===== src/rtl/gpio_port_if.sv =====
// Bus bundle between the interconnect and the GPIO port: address, write data,
// write strobe going in, registered read data coming back.
interface gpio_port_if #(
  parameter int WIDTH = 32
);
  logic [WIDTH-1:0] addr;
  logic [WIDTH-1:0] wdata;
  logic             we_gpio;
  logic [WIDTH-1:0] rdata_gpio;

  modport master (
    output addr,
    output wdata,
    output we_gpio,
    input  rdata_gpio
  );

  modport slave (
    input  addr,
    input  wdata,
    input  we_gpio,
    output rdata_gpio
  );
endinterface


===== src/rtl/gpio_port.sv =====
// GPIO port: OUT/DIR/IN/RISE_EN/FALL_EN/STATUS register block with a 2-flop
// input synchronizer, per-pin edge detection and a level interrupt.
// Edge detection is held off for a few cycles after reset (PRIME state) so
// that pins already high when reset lifts are not mistaken for rising edges.
module gpio_port #(
  parameter int WIDTH    = 32,
  parameter int OFFS_LSB = 2
) (
  input  logic             clk,
  input  logic             rst,
  gpio_port_if.slave       bus,
  input  logic [WIDTH-1:0] gpio_in,
  output logic [WIDTH-1:0] gpio_out,
  output logic [WIDTH-1:0] gpio_oe,
  output logic             irq
);

  typedef enum logic {
    PRIME = 1'b0,
    ARMED = 1'b1
  } armState_e;

  localparam logic [2:0] IDX_OUT    = 3'd0;
  localparam logic [2:0] IDX_DIR    = 3'd1;
  localparam logic [2:0] IDX_IN     = 3'd2;
  localparam logic [2:0] IDX_RISE   = 3'd3;
  localparam logic [2:0] IDX_FALL   = 3'd4;
  localparam logic [2:0] IDX_STATUS = 3'd5;

  // Architectural registers
  logic [WIDTH-1:0] outReg_q,  outReg_d;
  logic [WIDTH-1:0] dirReg_q,  dirReg_d;
  logic [WIDTH-1:0] riseEn_q,  riseEn_d;
  logic [WIDTH-1:0] fallEn_q,  fallEn_d;
  logic [WIDTH-1:0] status_q,  status_d;
  logic [WIDTH-1:0] rdata_q,   rdata_d;

  // Synchronizer chain; s2 is the IN register, s3 its previous value
  logic [WIDTH-1:0] s1_q, s2_q, s3_q;

  // Arm FSM
  armState_e armState_q, armState_d;
  logic [1:0] armCnt_q, armCnt_d;
  logic       armed;

  logic [2:0]       regIdx;
  logic [WIDTH-1:0] riseBits;
  logic [WIDTH-1:0] fallBits;
  logic [WIDTH-1:0] setBits;
  logic [WIDTH-1:0] clrBits;
  logic             unusedAddrBits;

  assign regIdx = bus.addr[OFFS_LSB+2:OFFS_LSB];

  // Only three address bits are decoded; the rest are folded here on purpose
  assign unusedAddrBits = ^bus.addr;

  // Arm FSM next state: count out the synchronizer fill time, then stay armed
  always_comb begin
    armState_d = armState_q;
    armCnt_d   = armCnt_q;
    armed      = 1'b0;
    case (armState_q)
      PRIME: begin
        if (armCnt_q == 2'd2) begin
          armState_d = ARMED;
        end else begin
          armCnt_d = armCnt_q + 2'd1;
        end
      end
      ARMED: begin
        armed = 1'b1;
      end
      default: begin
        armState_d = PRIME;
        armCnt_d   = 2'd0;
      end
    endcase
  end

  // Edge detection on the synchronized pins, gated by the arm state
  always_comb begin
    riseBits = s2_q & ~s3_q;
    fallBits = ~s2_q & s3_q;
    setBits  = '0;
    if (armed) begin
      setBits = (riseBits & riseEn_q) | (fallBits & fallEn_q);
    end
  end

  // Register writes, W1C on STATUS (a same-cycle set beats the clear), read mux
  always_comb begin
    outReg_d = outReg_q;
    dirReg_d = dirReg_q;
    riseEn_d = riseEn_q;
    fallEn_d = fallEn_q;
    clrBits  = '0;
    if (bus.we_gpio) begin
      case (regIdx)
        IDX_OUT:    outReg_d = bus.wdata;
        IDX_DIR:    dirReg_d = bus.wdata;
        IDX_RISE:   riseEn_d = bus.wdata;
        IDX_FALL:   fallEn_d = bus.wdata;
        IDX_STATUS: clrBits  = bus.wdata;
        default:    clrBits  = '0;
      endcase
    end
    status_d = (status_q & ~clrBits) | setBits;

    rdata_d = '0;
    case (regIdx)
      IDX_OUT:    rdata_d = outReg_q;
      IDX_DIR:    rdata_d = dirReg_q;
      IDX_IN:     rdata_d = s2_q;
      IDX_RISE:   rdata_d = riseEn_q;
      IDX_FALL:   rdata_d = fallEn_q;
      IDX_STATUS: rdata_d = status_q;
      default:    rdata_d = '0;
    endcase
  end

  // State update; reset discards everything including a write in the same cycle
  always_ff @(posedge clk) begin
    if (rst) begin
      outReg_q   <= '0;
      dirReg_q   <= '0;
      riseEn_q   <= '0;
      fallEn_q   <= '0;
      status_q   <= '0;
      rdata_q    <= '0;
      s1_q       <= '0;
      s2_q       <= '0;
      s3_q       <= '0;
      armCnt_q   <= 2'd0;
      armState_q <= PRIME;
    end else begin
      outReg_q   <= outReg_d;
      dirReg_q   <= dirReg_d;
      riseEn_q   <= riseEn_d;
      fallEn_q   <= fallEn_d;
      status_q   <= status_d;
      rdata_q    <= rdata_d;
      s1_q       <= gpio_in;
      s2_q       <= s1_q;
      s3_q       <= s2_q;
      armCnt_q   <= armCnt_d;
      armState_q <= armState_d;
    end
  end

  assign bus.rdata_gpio = rdata_q;
  assign gpio_out       = outReg_q & dirReg_q;
  assign gpio_oe        = dirReg_q;
  assign irq            = |status_q;

endmodule


===== src/flat_wrapper.sv =====
// flat-port wrapper written by rule: the top's interface ports become plain ports
module gpio_port_flat 
#(
  parameter int WIDTH    = 32,
  parameter int OFFS_LSB = 2
)
  (clk, rst, gpio_in, gpio_out, gpio_oe, irq, bus_addr, bus_wdata, bus_we_gpio, bus_rdata_gpio);
  gpio_port_if #(.WIDTH(WIDTH)) bus_i ();
  input  logic clk;
  input  logic rst;
  input  logic [WIDTH-1:0] gpio_in;
  output logic [WIDTH-1:0] gpio_out;
  output logic [WIDTH-1:0] gpio_oe;
  output logic irq;
  input wire logic [$bits(bus_i.addr)-1:0] bus_addr;
  input wire logic [$bits(bus_i.wdata)-1:0] bus_wdata;
  input wire logic [$bits(bus_i.we_gpio)-1:0] bus_we_gpio;
  output wire logic [$bits(bus_i.rdata_gpio)-1:0] bus_rdata_gpio;
  assign bus_i.addr = bus_addr;
  assign bus_i.wdata = bus_wdata;
  assign bus_i.we_gpio = bus_we_gpio;
  assign bus_rdata_gpio = bus_i.rdata_gpio;
  gpio_port #(.WIDTH(WIDTH), .OFFS_LSB(OFFS_LSB)) u_core (.clk(clk), .rst(rst), .bus(bus_i), .gpio_in(gpio_in), .gpio_out(gpio_out), .gpio_oe(gpio_oe), .irq(irq));
endmodule

===== config.mk =====
export PLATFORM = sky130hd
export DESIGN_NAME = gpio_port_flat
export DESIGN_NICKNAME = d
export VERILOG_FILES = /design/src/rtl/gpio_port_if.sv /design/src/rtl/gpio_port.sv /design/src/flat_wrapper.sv
export SDC_FILE = /design/constraint.sdc
export NUM_CORES = 1
export LEC_CHECK = 0
export ABC_AREA = 1
export CAP_MARGIN = 20
export CORE_MARGIN = 4
export CORE_UTILIZATION = 47
export DETAILED_ROUTE_END_ITERATION = 10
export MAX_ROUTING_LAYER = met4
export PLACE_DENSITY = 0.81
export SLEW_MARGIN = 10
export SYNTH_ARGS = -nofsm -noshare
export SYNTH_HDL_FRONTEND = slang
export SYNTH_SLANG_ARGS = --single-unit

===== constraint.sdc =====
create_clock -name clk -period 1.79 [get_ports clk]
set_input_delay 0.2685 -clock clk [delete_from_list [all_inputs] [get_ports clk]]
set_output_delay 0.2685 -clock clk [all_outputs]
set_load 0.05 [all_outputs]

# Word level (Yosys, flattened, before mapping)

Index checks and enable logic that the tools add are counted.

Input bits: 99
Memories kept: 0
Memory bits (writable): 0
Latch bits: 0
Register bits: 291
Word-level logic and storage cells: 45
Output and inout bits: 97
Bits in read-only memories: 0

Magnitude comparators: 0
$mul: 0
Bitwise operators: 13
Equal/unequal tests: 6
Reduce and logical (&&, ||, !) cells: 7
Div/mod/pow operators: 0
Shift operators: 0
Add/sub/neg operators: 1
Muxes and demuxes: 7

Operators with widths:

| operator            | number |
|---|---|
| $and 32x32->32      | 6 |
| $pmux 32 s6         | 1 |
| $mux 32             | 3 |
| $not 32->32         | 3 |
| $or 32x32->32       | 2 |
| $reduce_or 32->1    | 1 |
| $reduce_and 2->1    | 5 |
| $eq 3x2->1 const B  | 2 |
| $eq 3x3->1 const B  | 2 |
| $eq 3x1->1 const B  | 1 |
| $logic_not 3->1     | 1 |
| $mux 1              | 3 |
| $add 2x1->2 const B | 1 |
| $eq 2x2->1 const B  | 1 |
| $not 1->1           | 2 |

# Logic depth before layout (Yosys ltp)

Gate-level depths: netlist of run 1.

Depth after elaboration: 6
Depth in mapped cells: 8
Gate-level depth less buffers: 6

# Least setup slack after synthesis of run 1

No wires, ideal clock.

Kind: register -> output
From: register u_core.dirReg_q[0], in the netlist u_core.gpio_oe[0]
To: output gpio_out[0]
Path slack: 0.457 ns
Cell stages (with the launch flop): 3
Arrival time: 1.065 ns
Required time: 1.521 ns
Buffers on the path: 0
Cell sequence: dfxtp_1 nand2_1 inv_1

Word-level cells in the longest chain between the ends: 1

Ends and longest elaborated chain:

| element                  | line               | text |
|---|---|---|
| start: declaration       | gpio_port.sv:32    | `logic [WIDTH-1:0] dirReg_q, dirReg_d;` |
| start signal: assignment | gpio_port.sv:138   | `dirReg_q <= dirReg_d;` |
| $and 32x32->32           | gpio_port.sv:152   | `assign gpio_out = outReg_q & dirReg_q;` |
| end: declaration         | flat_wrapper.sv:12 | `output logic [WIDTH-1:0] gpio_out;` |

No other way between the ends.

# Final worst setup path of run 1

From: register u_core.status_q[22]
To: output irq

Word-level cells in the longest chain between the ends: 1

Ends and longest elaborated chain:

| element                  | line               | text |
|---|---|---|
| start: declaration       | gpio_port.sv:35    | `logic [WIDTH-1:0] status_q, status_d;` |
| start signal: assignment | gpio_port.sv:141   | `status_q <= status_d;` |
| $reduce_or 32->1         | gpio_port.sv:154   | `assign irq = \|status_q;` |
| end: declaration         | flat_wrapper.sv:14 | `output logic irq;` |

No other way between the ends.

==> results of run 1 <==
[kinds of logic after synthesis]
group                    count (synthesis)  share of synthesized area [%]
adder cells (fa/ha/maj)                  1                         0.1025
buffers and inverters                  286                          10.60
XOR/XNOR                                 1                        0.07180
AO/OA/AOI/OAI                          194                          7.958
flip-flops                             291                          47.75
AND/OR/NAND/NOR                        964                          33.51
[cell type report]
class / count / area (um^2)
timing repair buffer: 227 / 2047
tap: 330 / 412.9
clock buffer: 44 / 872.1
fill: 2248 / 10290
clock inverter: 6 / 107.6
inverter: 174 / 655.6
multi-input combinational: 1160 / 5101
antenna: 4 / 10.01
sequential: 291 / 5834
[flip-flops by register name, indices dropped and copies added, names as in the netlist]
name,cells
u_core.bus.rdata_gpio,32
u_core.fallEn_q,32
u_core.gpio_oe,32
u_core.outReg_q,32
u_core.riseEn_q,32
u_core.s1_q,32
u_core.s2_q,32
u_core.s3_q,32
u_core.status_q,32
u_core.armCnt_q,2
u_core.armState_q,1
[timing repair]
item | in CTS | in global routing
resized for setup | 25 | 11
setup endpoints to repair | 22 | 1
pin swaps | 0 | 5
setup buffers | 0 | 3
cloned | 0 | 0
[path summary, 6_finish.rpt]
path                             from                  to
hold / removal                    rst     u_core.s3_q[15]
hold reg to reg        u_core.s1_q[4]      u_core.s2_q[4]
setup reg to reg    u_core.armState_q  u_core.status_q[1]
setup / recovery  u_core.status_q[22]                 irq
[cell usage in the layout, fill, tap and decap left out]
cell             Yosys  layout
xor2_1               1       1
diode_2              0       4
nand3_4              2       2
o21ai_1              5       5
nand4_1             61      61
dfxtp_2              0       7
nand2_1            475     475
clkbuf_8             0       9
buf_6               17       1
inv_4                1       1
dfxtp_1            291     284
nand3_2              3       4
buf_12               0      12
nor4_1               1       1
ha_1                 1       1
nor2_1             227     221
nor2_4               4       4
buf_4               13     124
inv_2                9       9
clkinv_2             0       2
clkdlybuf4s50_1      0      65
clkbuf_16            0      29
buf_8                0       1
buf_2               33       3
dlygate4sd2_1        0      21
nor3_1              32      32
clkinvlp_4           0       1
bufinv_16            0       3
nand3_1            159     158
inv_1              164     164
clkbuf_1            40       6
a21oi_1            161     161
o21ai_0             28      28
nor2_2               0       6
[stage by stage]
step | total power (W) | util, % | TNS [ns] | instance area (um^2) | setup WS (ns)
2_1_floorplan | 0.007645 | - | 0 | 12200 | 0.4570
3_3_place_gp | 0.008185 | 55.36 | 0 | 14020 | 0.08847
3_5_place_dp | 0.008208 | 55.36 | 0 | 14020 | 0.06648
4_1_cts | 0.01433 | 59.18 | -0.1536 | 14990 | -0.1536
5_1_grt | 0.01470 | 59.39 | -0.1631 | 15040 | -0.1631
6_report | 0.01432 | 59.39 | -0.1646 | 15040 | -0.1646
[synth_stat cells]
cell type / number / area share (%)
inv_1: 164 / 5.0
a21oi_1: 161 / 6.6
inv_2: 9 / 0.28
buf_2: 33 / 1.4
nor4_1: 1 / 0.051
nor2_1: 227 / 7.0
buf_1: 9 / 0.28
buf_6: 17 / 1.6
buf_4: 13 / 0.80
nand3_4: 2 / 0.29
inv_4: 1 / 0.051
nand4_1: 61 / 3.1
clkbuf_1: 40 / 1.2
o21ai_0: 28 / 1.1
nand3_2: 3 / 0.25
dfxtp_1: 291 / 48
nand2_1: 475 / 15
nand3_1: 159 / 6.5
ha_1: 1 / 0.10
xor2_1: 1 / 0.072
nor3_1: 32 / 1.3
nor2_4: 4 / 0.37
o21ai_1: 5 / 0.21
[power groups by stage]
stage | logic (W) | registers [W] | clock network (W)
2_1_floorplan | 0.000660 | 0.00699 | 0
3_3_place_gp | 0.00126 | 0.00693 | 0
3_5_place_dp | 0.00127 | 0.00693 | 0
4_1_cts | 0.00128 | 0.00679 | 0.00626
5_1_grt | 0.00139 | 0.00681 | 0.00650
6_report | 0.00131 | 0.00680 | 0.00621
[layer usage]
layer / wire, um / vias up / GRT usage, %
li1: - / 5785 / -
met1: 14750 / 5424 / 33.45
met2: 16430 / 774 / 38.47
met3: 4585 / 97 / 4.157
met4: 1060 / 0 / 8.785
met5: 0 / - / -
[worst max-delay path: stages (launching register included)]
cell and delay, ns:
dfxtp_1 0.33, nor2_1 0.16, nand4_1 0.15, nor2_2 0.19
nand3_2 0.14, buf_8 0.18
==> flow_summary_export.csv, run 1 <==
group,metric,value,unit
run_status,status,"finished, violations left",
run_status,violations,"setup timing",
route,route.vias.total,12080,
power,p_comb_share,9.2,%
clocking,cts_buffers,29,
finish,syn2layout_area_growth,23.28,%
floorplan,dieArea,0.02860,mm^2
clocking,clock_path_buffers,3,
synthesis,synthCells,1737,
synthesis,ys_warn_count,0,
power,p_sw_share,24.25,%
synthesis,syn_nets,1837,
worst_setup_path,arrival,1.69,ns
global_routing,grt_use_total,24.96,%
worst_setup_path,worstSetupStartpointType,"flip-flop",
clocking,clk_latency,0.54,ns
power,p_per_area,952.2,mW/mm^2
synthesis,avgSynthCellArea,7.024,um^2
floorplan,fp.dieH,169.1,um
sta,timing.fmax,0.5116,GHz
worst_setup_path,critical_path.max_fanout,3,
sta,slew_headroom,64.20,%
route,drt_iter0_drc,1589,
sta,hold_viol,0,
route,routed_wl,36.82,mm
route,ant_nets,0,
floorplan,ios,196,
route,drt-vias-per-instance,5.403,
floorplan,coreArea,0.02533,mm^2
place,dp.cells,2179,
sta,fin_crit,1.955,ns
worst_setup_path,rr_worst_depth,3,
sta,period_share,109.2,%
finish,fin_cells,2236,
clocking,cts_tree,"done",
sta,fin_hold_ws,0.1104,ns
place,port_buffers,166,
power,p_sw,0.003473,W
clocking,clk_pin_slew,0.06,ns
global_routing,grt_max_degree,72,
power,ir_drop,0.5536,mV
place,dp_hpwl,24.46,mm
power,power_frac_seq,47.5,%
hold_path,hold_class,"in2reg",
global_routing,grt_pass1_vias,10970,
floorplan,start_util,48.17,%
synthesis,synth_cell_types,23,
synthesis,ys_seq_elements,291,
synthesis,synth_area,0.01220,mm^2
worst_setup_path,crit_type,"reg2out",
finish,drive_above_1_share,11.46,%
flow_run,drv_cap,0,
clocking,cts-root-buf,"clkbuf_16",
hold_path,min_path_cells,2,
sta,fin_skew,0.008835,ns
sta,worst_slew_pin_slew,0.5392,ns
floorplan,die_w,169.1,um
power,power.leakage,6.705,nW
sta,final-setup-viol-count,1,
clocking,clock-sinks,291,
global_routing,grt_pass1_wl,57.07,mm
power,power_frac_clock,43.4,%
power,p_int,0.01085,W
synthesis,ys_seq_area_share,47.75,%
route,drc_errors,0,
sta,setup_slack,-0.1646,ns
sta,rsz0062_at_grt,"true",
clocking,ctsHoldBuffers,0,
finish,fin_nets,1983,
worst_setup_path,crit_path_end_kind,"output pin",
route,dr.pass1.iters,6,
global_routing,antenna_found_initial,5,
sta,final-max-slew-violation-count,0,
worst_setup_path,worstPathRequired,1.52,ns
worst_setup_path,reg2reg_setup_slack,0.64,ns
place,gp_congestion,0.9509,
clocking,h-tree-depth,1,
floorplan,rows,58,
global_routing,grt_overflow,0,
route,drt-wirelength-per-cell,16.47,um
No activity file was read; power rests on OpenSTA's default activity.
==> run 2, diff against run 1 <==
--- a/config.mk
+++ b/config.mk
@@ -12,6 +12,7 @@
 export DETAILED_ROUTE_END_ITERATION = 10
 export MAX_ROUTING_LAYER = met4
 export PLACE_DENSITY = 0.81
+export RECOVER_POWER = 50
 export SLEW_MARGIN = 10
 export SYNTH_ARGS = -nofsm -noshare
 export SYNTH_HDL_FRONTEND = slang
==> run 2 against run 1 <==
  * The run still ends with setup timing left
  * Global-route usage unchanged
  * Maximum frequency decreased by 0.47%
  * Clock skew increased by 0.00056 ns
==> flow_summary_export.csv, run 2 (synthesis results as in run 1) <==
group,metric,value,unit
sta,final-setup-viol-count,1,
clocking,clock_path_buffers,3,
worst_setup_path,critical_path.max_fanout,3,
route,drt-wirelength-per-cell,16.47,um
global_routing,grt_pass1_wl,57.07,mm
sta,slew_headroom,30.17,%
sta,worst_slew_pin_slew,1.048,ns
sta,fin_skew,0.009394,ns
worst_setup_path,crit_type,"reg2out",
sta,fin_crit,1.964,ns
global_routing,grt_max_degree,72,
floorplan,fp.dieH,169.1,um
route,ant_nets,0,
clocking,cts-root-buf,"clkbuf_16",
power,p_comb_share,9.0,%
clocking,cts_buffers,29,
clocking,h-tree-depth,1,
route,drt-vias-per-instance,5.352,
worst_setup_path,arrival,1.70,ns
route,dr.pass1.iters,6,
sta,tns,-0.1738,ns
floorplan,dieArea,0.02860,mm^2
floorplan,ios,196,
worst_setup_path,worstPathRequired,1.52,ns
power,p_sw,0.003471,W
finish,fin_nets,1983,
worst_setup_path,worstSetupStartpointType,"flip-flop",
clocking,clock-sinks,291,
route,drc_errors,0,
power,p_int,0.01083,W
finish,final_area,0.01494,mm^2
place,port_buffers,166,
power,p_per_area,957.5,mW/mm^2
floorplan,die_w,169.1,um
power,p_sw_share,24.27,%
hold_path,hold_class,"in2reg",
finish,fin_cells,2237,
global_routing,grt_pass1_vias,10970,
sta,final-max-slew-violation-count,0,
clocking,ctsHoldBuffers,0,
flow_run,drv_cap,0,
clocking,clk_latency,0.54,ns
finish,utilization,58.97,%
floorplan,start_util,48.17,%
finish,layout_commonest_cell,"nand2_1",
sta,setup_slack,-0.1738,ns
route,drt_iter0_drc,1746,
global_routing,antenna_found_initial,6,
sta,timing.fmax,0.5092,GHz
run_status,violations,"setup timing",
sta,rsz0062_at_grt,"true",
power,power_frac_seq,47.5,%
finish,final_cell_mix,"475 x nand2_1, 284 x dfxtp_1, 222 x nor2_1",
global_routing,grt_use_total,24.96,%
finish,syn2layout_area_growth,22.42,%
clocking,cts_tree,"done",
sta,period_share,109.7,%
run_status,status,"finished, violations left",
place,dp.cells,2179,
floorplan,coreArea,0.02533,mm^2
finish,drive_above_1_share,10.94,%
clocking,clk_pin_slew,0.06,ns
worst_setup_path,crit_path_end_kind,"output pin",
place,dpl_cell_area,0.01402,mm^2
place,gp_congestion,0.9509,
sta,hold_viol,0,
route,route.vias.total,11970,
global_routing,grt_overflow,0,
floorplan,rows,58,
power,power_frac_clock,43.5,%
power,power.leakage,6.659,nW
place,dp_hpwl,24.46,mm
power,ir_drop,0.5556,mV
route,routed_wl,36.85,mm
-- run 2: area by class of cell --
class,count,area (um^2)
fillers,2269,10390
flip-flops and latches,291,5834
multi-input cells,1160,5084
repair buffers,227,1957
clock buffers,44,872.1
inverters,174,655.6
well taps,330,412.9
clock inverters,6,107.6
diodes,5,12.51
-- run 2: path summary, 6_finish.rpt --
check / start / endpoint / slack [ns] / cells past startpoint
setup / recovery: u_core.status_q[22] / irq / -0.17 / 5
hold reg to reg: u_core.s1_q[4] / u_core.s2_q[4] / 0.40 / 2
setup reg to reg: u_core.armState_q / u_core.status_q[1] / 0.64 / 3
hold / removal: gpio_in[12] / u_core.s1_q[12] / 0.24 / 3
-- run 2: worst max-delay path, cell delays in order (launching register included) --
cell and delay, ns:
dfxtp_1 0.33, nor2_1 0.17, nand4_1 0.14, nor2_2 0.18
nand3_2 0.14, buf_8 0.18
-- run 2: per-stage QoR --
stage / power (W) / hold WS [ns] / setup slack [ns]
after floorplan: 0.007645 / 0.3755 / 0.4570
after global placement: 0.008185 / 0.3970 / 0.08847
after detailed placement: 0.008208 / 0.3935 / 0.06648
after CTS: 0.01433 / 0.09475 / -0.1536
after global routing: 0.01468 / 0.2586 / -0.1632
final: 0.01430 / 0.2394 / -0.1738
-- run 2: routing by layer --
layer | global-route usage [%] | part of all wire, % | vias to the layer above | wire length, um
li1 | - | - | 5787 | -
met3 | 4.157 | 11 | 89 | 4225
met4 | 8.785 | 2.9 | 0 | 1062
met5 | - | 0 | - | 0
met2 | 38.47 | 45 | 718 | 16530
met1 | 33.45 | 41 | 5378 | 15030
-- run 2: repair_timing --
action	CTS	global route
cloned	0	0
endpoints found under the setup margin	22	1
resized for setup	25	11
setup buffers	0	3
pin swaps	0	5
-- run 2: power by group through the flow --
stage	registers [W]	logic (W)	clock network, W
after floorplan	0.00699	0.000660	0
after global placement	0.00693	0.00126	0
after detailed placement	0.00693	0.00127	0
after CTS	0.00679	0.00128	0.00626
after global routing	0.00681	0.00137	0.00650
final	0.00680	0.00128	0.00622
